### config.mk
export PLATFORM = sky130hd
export DESIGN_NAME = tri_assembler
export DESIGN_NICKNAME = d
export VERILOG_FILES = /design/src/rtl/gfx_pkg.sv /design/src/rtl/tri_backface_cull.sv /design/src/rtl/tri_assembler.sv
export SDC_FILE = /design/constraint.sdc
export NUM_CORES = 1
export LEC_CHECK = 0
export ABC_AREA = 1
export CORE_AREA = 3 3 347 349
export DETAILED_ROUTE_END_ITERATION = 16
export DIE_AREA = 0 0 350 352
export GPL_TIMING_DRIVEN = 0
export SLEW_MARGIN = 20
export SYNTH_ARGS = -nofsm -noshare
export SYNTH_HDL_FRONTEND = slang
export SYNTH_SLANG_ARGS = --single-unit
### constraint.sdc
create_clock -name clock -period 4.93 [get_ports clock]
set_input_delay 1.479 -clock clock [delete_from_list [all_inputs] [get_ports clock]]
set_output_delay 1.479 -clock clock [all_outputs]
set_load 0.02 [all_outputs]
### src/rtl/gfx_pkg.sv
// gfx_pkg: types and constants shared by the triangle assembly path.
//   state_t   - tri_assembler sequencer states
//   vertex_t  - packed {x,y,z} of 32-bit words (x in the top word)
//   FLOAT_ONE - IEEE-754 single 1.0
//   SCREEN_CX / SCREEN_CY - screen centre in pixels
package gfx_pkg;

  localparam logic [31:0] FLOAT_ONE = 32'h3f800000;
  localparam int          SCREEN_CX = 320;
  localparam int          SCREEN_CY = 240;

  typedef struct packed {
    logic [31:0] x;
    logic [31:0] y;
    logic [31:0] z;
  } vertex_t;

  typedef enum logic [3:0] {
    ST_IDLE,
    ST_MVP_ISSUE,
    ST_MVP_ARM,
    ST_MVP_WAIT,
    ST_CHECK,
    ST_FETCH,
    ST_LATCH,
    ST_XF_ISSUE,
    ST_XF_ARM,
    ST_XF_WAIT,
    ST_CULL,
    ST_EMIT,
    ST_DONE
  } state_t;

endpackage

### src/rtl/tri_backface_cull.sv
// tri_backface_cull: signed winding test on integer screen coordinates.
// Optional feature of tri_assembler, present only when TRI_BACKFACE_CULL_EN
// is defined.
//   clock, reset      - system clock, synchronous active-high reset
//   load              - capture the cross product of the presented vertices
//   x0,y0,x1,y1,x2,y2 - 32-bit signed integer screen coordinates
//   keep              - registered cross product is strictly positive
module tri_backface_cull (
  input  logic        clock,
  input  logic        reset,
  input  logic        load,
  input  logic [31:0] x0,
  input  logic [31:0] y0,
  input  logic [31:0] x1,
  input  logic [31:0] y1,
  input  logic [31:0] x2,
  input  logic [31:0] y2,
  output logic        keep
);

  logic signed [63:0] dx1, dy1, dx2, dy2, cross_d, cross_q;

  always_comb begin
    dx1     = $signed({{32{x1[31]}}, x1}) - $signed({{32{x0[31]}}, x0});
    dy1     = $signed({{32{y1[31]}}, y1}) - $signed({{32{y0[31]}}, y0});
    dx2     = $signed({{32{x2[31]}}, x2}) - $signed({{32{x0[31]}}, x0});
    dy2     = $signed({{32{y2[31]}}, y2}) - $signed({{32{y0[31]}}, y0});
    cross_d = dx1 * dy2 - dx2 * dy1;
  end

  always_ff @(posedge clock) begin
    if (reset) cross_q <= '0;
    else if (load) cross_q <= cross_d;
  end

  // Zero-area triangles count as back-facing.
  assign keep = (cross_q > 64'sd0);

endmodule

### src/rtl/tri_assembler.sv
// tri_assembler: frame sequencer between vertex memory, the MVP transform
// unit and the rasterizer. Optional back-face culling under the macro
// TRI_BACKFACE_CULL_EN (default build: every triangle is emitted).
//   clock, reset            - system clock, synchronous active-high reset
//   frame_start, num_verts  - frame request and vertex count
//   cam_*                   - camera pose, latched on accepted frame_start
//   vmem_addr / vmem_data   - vertex memory, one-cycle read latency
//   xf_*                    - transform unit command/result
//   tri_valid/ready, tri_*  - triangle output handshake
//   busy, frame_done        - frame status
//
// state       | meaning
// IDLE        | waiting for frame_start
// MVP_ISSUE   | start pulse for matrix rebuild
// MVP_ARM     | skip stale xf_done
// MVP_WAIT    | wait for matrix rebuild
// CHECK       | enough vertices left for a full triangle?
// FETCH       | present vertex address
// LATCH       | register vertex into xf_x/y/z
// XF_ISSUE    | start pulse for vertex transform
// XF_ARM      | skip stale xf_done
// XF_WAIT     | wait for transform, capture result into slot
// CULL        | winding decision
// EMIT        | triangle offered to rasterizer
// DONE        | frame_done pulse
module tri_assembler
  import gfx_pkg::*;
#(
  parameter int ADDR_W = 10
) (
  input  logic                    clock,
  input  logic                    reset,
  input  logic                    frame_start,
  input  logic [ADDR_W-1:0]       num_verts,
  input  logic [31:0]             cam_roll,
  input  logic [31:0]             cam_pitch,
  input  logic [31:0]             cam_yaw,
  input  logic [31:0]             cam_x,
  input  logic [31:0]             cam_y,
  input  logic [31:0]             cam_z,
  output logic [ADDR_W-1:0]       vmem_addr,
  input  logic [95:0]             vmem_data,
  output logic                    xf_start,
  output logic                    xf_update_mvp,
  output logic [31:0]             xf_roll,
  output logic [31:0]             xf_pitch,
  output logic [31:0]             xf_yaw,
  output logic [31:0]             xf_x,
  output logic [31:0]             xf_y,
  output logic [31:0]             xf_z,
  input  logic                    xf_done,
  input  logic [31:0]             xf_ox,
  input  logic [31:0]             xf_oy,
  input  logic [31:0]             xf_oz,
  output logic                    tri_valid,
  input  logic                    tri_ready,
  output logic [2:0][31:0]        tri_x,
  output logic [2:0][31:0]        tri_y,
  output logic [2:0][31:0]        tri_z,
  output logic                    busy,
  output logic                    frame_done
);

  state_t            state, state_n;
  logic [ADDR_W-1:0] vidx, nverts;
  logic [1:0]        slot;
  vertex_t           xf_in;
  logic              cull_keep;
  logic              last_capture;
  logic [ADDR_W:0]   vidx_p3;

  // One extra bit so vidx+3 cannot wrap near the top of the address space.
  assign vidx_p3      = {1'b0, vidx} + (ADDR_W+1)'(3);
  assign last_capture = (state == ST_XF_WAIT) && xf_done && (slot == 2'd2);

`ifdef TRI_BACKFACE_CULL_EN
  // Vertex 2 is taken straight from the transform so the keep flag is
  // registered by the time CULL is entered.
  tri_backface_cull u_cull (
    .clock (clock),
    .reset (reset),
    .load  (last_capture),
    .x0    (tri_x[0]),
    .y0    (tri_y[0]),
    .x1    (tri_x[1]),
    .y1    (tri_y[1]),
    .x2    (xf_ox),
    .y2    (xf_oy),
    .keep  (cull_keep)
  );
`else
  assign cull_keep = 1'b1;
`endif

  always_comb begin
    state_n = state;
    case (state)
      ST_IDLE:      if (frame_start) state_n = ST_MVP_ISSUE;
      ST_MVP_ISSUE: state_n = ST_MVP_ARM;
      ST_MVP_ARM:   state_n = ST_MVP_WAIT;
      ST_MVP_WAIT:  if (xf_done) state_n = ST_CHECK;
      ST_CHECK:     state_n = (vidx_p3 > {1'b0, nverts}) ? ST_DONE : ST_FETCH;
      ST_FETCH:     state_n = ST_LATCH;
      ST_LATCH:     state_n = ST_XF_ISSUE;
      ST_XF_ISSUE:  state_n = ST_XF_ARM;
      ST_XF_ARM:    state_n = ST_XF_WAIT;
      ST_XF_WAIT:   if (xf_done) state_n = (slot == 2'd2) ? ST_CULL : ST_FETCH;
      ST_CULL:      state_n = cull_keep ? ST_EMIT : ST_CHECK;
      ST_EMIT:      if (tri_ready) state_n = ST_CHECK;
      ST_DONE:      state_n = ST_IDLE;
      default:      state_n = ST_IDLE;
    endcase
  end

  always_ff @(posedge clock) begin
    if (reset) begin
      state         <= ST_IDLE;
      vidx          <= '0;
      slot          <= '0;
      nverts        <= '0;
      xf_in         <= '0;
      xf_update_mvp <= 1'b0;
      xf_roll       <= '0;
      xf_pitch      <= '0;
      xf_yaw        <= '0;
      tri_x         <= '0;
      tri_y         <= '0;
      tri_z         <= '0;
    end else begin
      state <= state_n;
      case (state)
        ST_IDLE: if (frame_start) begin
          nverts        <= num_verts;
          vidx          <= '0;
          slot          <= '0;
          xf_roll       <= cam_roll;
          xf_pitch      <= cam_pitch;
          xf_yaw        <= cam_yaw;
          xf_in         <= '{x: cam_x, y: cam_y, z: cam_z};
          xf_update_mvp <= 1'b1;
        end
        ST_LATCH: begin
          xf_in         <= vmem_data;
          xf_update_mvp <= 1'b0;
        end
        ST_XF_WAIT: if (xf_done) begin
          tri_x[slot] <= xf_ox;
          tri_y[slot] <= xf_oy;
          tri_z[slot] <= xf_oz;
          vidx        <= vidx + 1'b1;
          slot        <= (slot == 2'd2) ? 2'd0 : slot + 2'd1;
        end
        default: ;
      endcase
    end
  end

  assign xf_x       = xf_in.x;
  assign xf_y       = xf_in.y;
  assign xf_z       = xf_in.z;
  assign vmem_addr  = (state == ST_FETCH) ? vidx : '0;
  assign xf_start   = (state == ST_MVP_ISSUE) || (state == ST_XF_ISSUE);
  assign tri_valid  = (state == ST_EMIT);
  assign busy       = (state != ST_IDLE);
  assign frame_done = (state == ST_DONE);

endmodule

==> results.ini, run 1 <==
[outcome]
status=complete, no violations

[global_routing]
grt_pass1_vias=20070
grt_max_degree=19
grt.overflow.total=0
grt_usage_pct=16.04
grt_pass1_wl_um=144700
antenna_found_initial=11

[worst_setup_path]
cpMostUsedCell=clkbuf_1
worst_path_max_delay_cell=clkbuf_1
cp.required_ps=5490
critPathKind=input pin to flip-flop
start_kind=input pin
critPathBufInv=5
critPathMaxFanout=10
worstPathCellList=clkdlybuf4s50_1 -> inv_1 -> clkbuf_2 -> clkbuf_1 -> clkbuf_1 -> o21ai_0 -> nor2_1
critPathMaxStageDelay_ps=790
arrival_ps=4470
cp_top_family=buffers and inverters
end_kind=flip-flop

[synthesis]
synth_seq_area_share_pct=53.81
synthMuxAreaShare_pct=0
yosys.area_share.simple_pct=20.52
netlist_instances=2458
synthTopCellsByArea=dfxtp_1, nand2_1, nor2_1, o21ai_0, a21oi_1
synth_top_family_by_area=simple AND/OR/NAND/NOR gates
synth_top_area_share_pct=53.81
syn_nets=2869
synth_xor_area_share_pct=0.5108
syn_area_um2=18860
synth_top_area_cell=dfxtp_1
yosys_warnings=0
synth.distinct_cells=35
synth_compound_area_share_pct=17.31
yosys_register_bits=507
synthAdderAreaFrac_pct=0.7960
syn_avg_cell_area_um2=7.674

[floorplan]
coreArea_um2=117800
dieWidth_um=350
core.rowCount=126
initial_core_util_pct=16.02
die-area_um2=123200
pin_count=894
die_h_um=352

[pwr]
power.density_nw_per_um2=342.8
power_mw=10.92
irDropWorstVdd_mv=0.2598
leakage_nw=11.62

[clocking]
cts_sinks=507
cts_tree=built
clockRootBuffer=clkbuf_16
clk_pin_slew_worst_paths_ps=60
cts.repair.resized=0
cts_setup_buffers=0
h-tree-depth=2
clk_latency_ps=660
numCtsBuffers=61
clock_path_buffers=3
holdBufCountCts=0

[drt]
routed_wl_um=103300
drtPass1Iterations=7
vias_per_cell=4.083
drt_iter0_drc=1247
via_count=20440
wl_per_cell_um=20.64
ant_nets=0
drc=0

[sta]
hold_ws_ps=442.3
slew_headroom_pct=33.77
hold_violations=0
drv_slew=0
setup_viol=0
max_clock_freq_ghz=0.2557
period_share_pct=79.34
setup_ws_ps=1019
grt_setup_unrepaired=no
worstMarginPinSlew_ps=993.5
layout_min_cycle_time_ps=3911
finClkSkew_ps=44.67

[placed_design]
pre_cts_slack_ps=278.9
portBuffers=893
gp_congestion=0.9321
dpl_cell_area_um2=29730
hpwl_um=85280

[cells_and_area]
num-fill-cells=12830
synthToLayoutAreaGrowth_pct=68.89
fin_nets=3825
finish.utilization_pct=27.05
final_area_um2=31860
drive_gt1_share_pct=4.935

[job]
drv_cap=0

[min_path]
hold_class=flip-flop to flip-flop

==> per-stage QoR <==
stage,setup TNS [ps],std cells
global placement,-2216,4887
floorplan,0,2458
detailed placement,0,4887
global route,0,5002
CTS,0,5001
finish,0,5007
==> worst min-delay path: cells and delay by family (launching register included) <==
kind,cells,cell delay [ps]
buf+inv,1,40
compound gates,1,50
flops,1,310
==> kinds of logic (layout without fill, tap and decap cells) <==
family,after synthesis,in the layout
xor gates and xnor gates,11,11
buffers and inverters,327,1334
and+or+nand+nor,977,977
AOI/OAI and AO/OA,624,624
other,0,6
adders and majority gates,12,12
DFF,507,507
==> cell type report <==
cell class | count | area (µm²) | area share [%]
Tap cell | 1536 | 1922 | 6.033
Inverter | 147 | 551.8 | 1.732
Buffer | 180 | 784.5 | 2.463
Clock inverter | 32 | 377.9 | 1.186
Antenna cell | 6 | 15.01 | 0.04713
Sequential cell | 507 | 10150 | 31.86
Clock buffer | 82 | 1735 | 5.448
Timing Repair Buffer | 893 | 8939 | 28.06
Multi-Input combinational cell | 1624 | 7381 | 23.17
==> metal layers <==
metal	vias to the layer above	share of wire (%)	global-route usage [%]
met5	-	0.021	0
met4	4	4.6	6.819
met3	162	7.2	3.668
met2	798	49	28.20
met1	9504	40	18.52
li1	9976	-	-
==> Yosys cell counts (all sizes together) <==
cell,n
nand4,3
buf,48
o21a,2
a21oi,220
a31oi,96
a31o,1
o21ai,299
o21bai,1
ha,12
clkbuf,132
xor2,10
nand3,104
o22ai,2
nand2,439
inv,146
and3,2
clkinv,1
or2,1
o31ai,1
o211ai,1
a211oi,1
nor3,6
xnor2,1
dfxtp,507
nor2,421
nor3b,1
==> state kept, by name, indices dropped and copies added (netlist names), 4 cells and up <==
register and flops:
xf_roll 32, xf_x 32, xf_yaw 32, tri_z 96, xf_z 32, state 4, xf_pitch 32, xf_y 32
nverts 10, vidx 10, tri_x 96, tri_y 96
==> final timing paths <==
kind,slack [ps],startpoint,end,depth (start not counted)
worst max-delay path,1020,reset,tri_y[13]$_SDFFE_PP0P_,7
worst min-delay path,440,tri_z[36]$_SDFFE_PP0P_,tri_z[36]$_SDFFE_PP0P_,2
worst max register to register,2050,state[3]$_SDFFE_PP0P_,tri_x[6]$_SDFFE_PP0P_,9
worst min register to register,440,tri_z[36]$_SDFFE_PP0P_,tri_z[36]$_SDFFE_PP0P_,2
==> power breakdown <==
group          internal [mW]  switching [mW]  total [mW]
registers               4.29           0.120        4.41
logic                  0.780            1.05        1.83
clock network           2.75            1.93        4.68
total                   7.81            3.10        10.9
==> layout by cell type, fill, tap and decap left out, drive strengths merged, types with 2 or more instances in the layout <==
| cell | instances |
|---|---|
| nand3 | 104 |
| nor3 | 6 |
| xor2 | 10 |
| buf | 48 |
| clkdlybuf4s50 | 893 |
| o21a | 2 |
| ha | 12 |
| clkinvlp | 4 |
| o21ai | 299 |
| inv | 149 |
| dfxtp | 507 |
| nand4 | 3 |
| nand2 | 439 |
| a21oi | 220 |
| nor2 | 421 |
| and3 | 2 |
| bufinv | 5 |
| clkinv | 21 |
| clkbuf | 214 |
| a31oi | 96 |
| o22ai | 2 |
| diode | 6 |
Power figures use the tool's default switching activity.
==> run 2: changes to the inputs <==
--- a/config.mk
+++ b/config.mk
@@ -6,9 +6,9 @@
 export NUM_CORES = 1
 export LEC_CHECK = 0
 export ABC_AREA = 1
-export CORE_AREA = 3 3 347 349
+export CORE_AREA = 3 3 349 351
 export DETAILED_ROUTE_END_ITERATION = 16
-export DIE_AREA = 0 0 350 352
+export DIE_AREA = 0 0 352 354
 export GPL_TIMING_DRIVEN = 0
 export SLEW_MARGIN = 20
 export SYNTH_ARGS = -nofsm -noshare
==> constraint.sdc (replaced) <==
create_clock -name clock -period 3.74 [get_ports clock]
set_input_delay 1.122 -clock clock [delete_from_list [all_inputs] [get_ports clock]]
set_output_delay 1.122 -clock clock [all_outputs]
set_load 0.02 [all_outputs]
==> run 2 against run 1 <==
  * Worst hold slack better by 1.4 ps
  * Combinational power is 31% higher
  * Critical endpoint is now vmem_addr[6]
  * Utilization is 0.42 points lower
  * Largest power group is now sequential cells
  * Worst setup slack worse by 780 ps
  * Die area is 1.1% higher
  * Final cell count is 1.3% higher
  * Non-clock buffer count is 1 higher
  * Highest routed layer is now met4
  * Via count is 0.56% higher
==> results.ini, run 2 (synthesized netlist as in run 1, its figures left out) <==
[clocking]
cts_sinks=507
numCtsBuffers=58
clk_pin_slew_worst_paths_ps=60
cts_setup_buffers=0
clockRootBuffer=clkbuf_16
clk_latency_ps=660
clock_path_buffers=3
holdBufCountCts=0
cts_tree=built
h-tree-depth=2

[pwr]
power.density_nw_per_um2=440.2
power_switching_mw=3.984
internal-power_mw=10.01
irDropWorstVdd_mv=0.3408
pwr-share-seq_pct=41.5
switching_share_pct=28.48
leakage_nw=11.53
power_mw=13.99
p_clk_share_pct=41.4
power_frac_comb_pct=17.1

[worst_setup_path]
start_kind=flip-flop
arrival_ps=2380
critPathMaxStageDelay_ps=720
worst_path_max_delay_cell=clkdlybuf4s50_1
critPathMaxFanout=10
worstPathCellList=inv_2 -> nor2_2 -> nand2_2 -> nor2_1 -> clkdlybuf4s50_1
cp.required_ps=2620
end_kind=primary output
critPathKind=flip-flop to primary output

[placed_design]
dpl_cell_area_um2=29820
hpwl_um=86070
gp_congestion=0.8943
portBuffers=893
pre_cts_slack_ps=-342.5

[sta]
period_share_pct=93.54
hold_violations=0
setup_viol=0
max_clock_freq_ghz=0.2858
worstMarginPinSlew_ps=958.6
drv_slew=0
setup_ws_ps=241.4
finClkSkew_ps=48.49
slew_headroom_pct=36.09
grt_setup_unrepaired=no
layout_min_cycle_time_ps=3499

[cells_and_area]
final_area_um2=31780
final_common_cell=clkdlybuf4s50_1
drive_gt1_share_pct=4.573
final_cell_mix=clkdlybuf4s50_1, dfxtp_1, nand2_1
finish.utilization_pct=26.63
reg_top3=tri_x: 96 flops, tri_y: 96 flops, tri_z: 96 flops
synthToLayoutAreaGrowth_pct=68.50
fin_nets=3823

[global_routing]
grt_max_degree=18
grt_pass1_vias=20230
grt_usage_pct=16.02
antenna_found_initial=9
grt.overflow.total=0
grt_pass1_wl_um=146900

[job]
drv_cap=0

[floorplan]
dieWidth_um=352
initial_core_util_pct=15.81
core.rowCount=127
pin_count=894
die-area_um2=124600
die_h_um=354
coreArea_um2=119300

[drt]
via_count=20560
drt_iter0_drc=1198
drtPass1Iterations=6
routed_wl_um=104900
ant_nets=0
wl_per_cell_um=20.67
drc=0
vias_per_cell=4.052

[outcome]
status=complete, no violations

[min_path]
hold_class=flip-flop to flip-flop

[run 2: stage by stage]
stage / instances / hold WS, ps / setup TNS [ps]
final: 5073 / 443.8 / 0
after global routing: 5068 / 457.4 / 0
after CTS: 5066 / 444.9 / 0
after detailed placement: 4963 / 435.3 / -10530
after global placement: 4963 / 433.1 / -182290
after floorplan: 2458 / 435.3 / 0
[run 2: power groups by stage]
| stage | Clock, mW | Combinational [mW] | Sequential, mW |
|---|---|---|---|
| after floorplan | 0 | 0.715 | 6.16 |
| after global placement | 0 | 2.41 | 5.91 |
| after detailed placement | 0 | 2.42 | 5.92 |
| after CTS | 5.96 | 2.43 | 5.80 |
| after global routing | 6.15 | 2.55 | 5.83 |
| final | 5.79 | 2.40 | 5.81 |
[run 2: metal layers]
| metal | GRT usage (%) | wire length, µm | up-vias |
|---|---|---|---|
| li1 | - | - | 9959 |
| met1 | 18.12 | 40830 | 9666 |
| met2 | 29.11 | 53120 | 793 |
| met3 | 3.750 | 7014 | 140 |
| met4 | 5.981 | 3909 | 0 |
| met5 | 0 | 0 | - |
[run 2: final timing paths]
path,to,start,cells past startpoint,slack [ps]
hold / removal,tri_y[54]$_SDFFE_PP0P_,tri_y[54]$_SDFFE_PP0P_,2,440
hold reg to reg,tri_y[54]$_SDFFE_PP0P_,tri_y[54]$_SDFFE_PP0P_,2,440
setup reg to reg,tri_x[6]$_SDFFE_PP0P_,state[2]$_SDFFE_PP0P_,10,800
setup / recovery,vmem_addr[6],state[2]$_SDFFE_PP0P_,5,240
[run 2: area by class of cell]
cell class,instances,area (µm²)
Sequential cell,507,10150
Clock inverter,19,250.2
Buffer,180,784.5
Antenna cell,6,15.01
Tap cell,1612,2017
Inverter,147,551.8
Multi-Input combinational cell,1624,7386
Fill cell,12960,87550
Clock buffer,84,1679
Timing Repair Buffer,894,8950
[run 2: what timing repair did]
action | CTS | global route
endpoints found under the setup margin | 1 | 8
gates resized for setup | 1 | 1
gates cloned | 0 | 0
[run 2: worst max-delay path, delay by kind of cell (launching register included)]
family	cells	cell delay (ps)
flops	1	360
simple gates	3	590
buf+inv	2	800
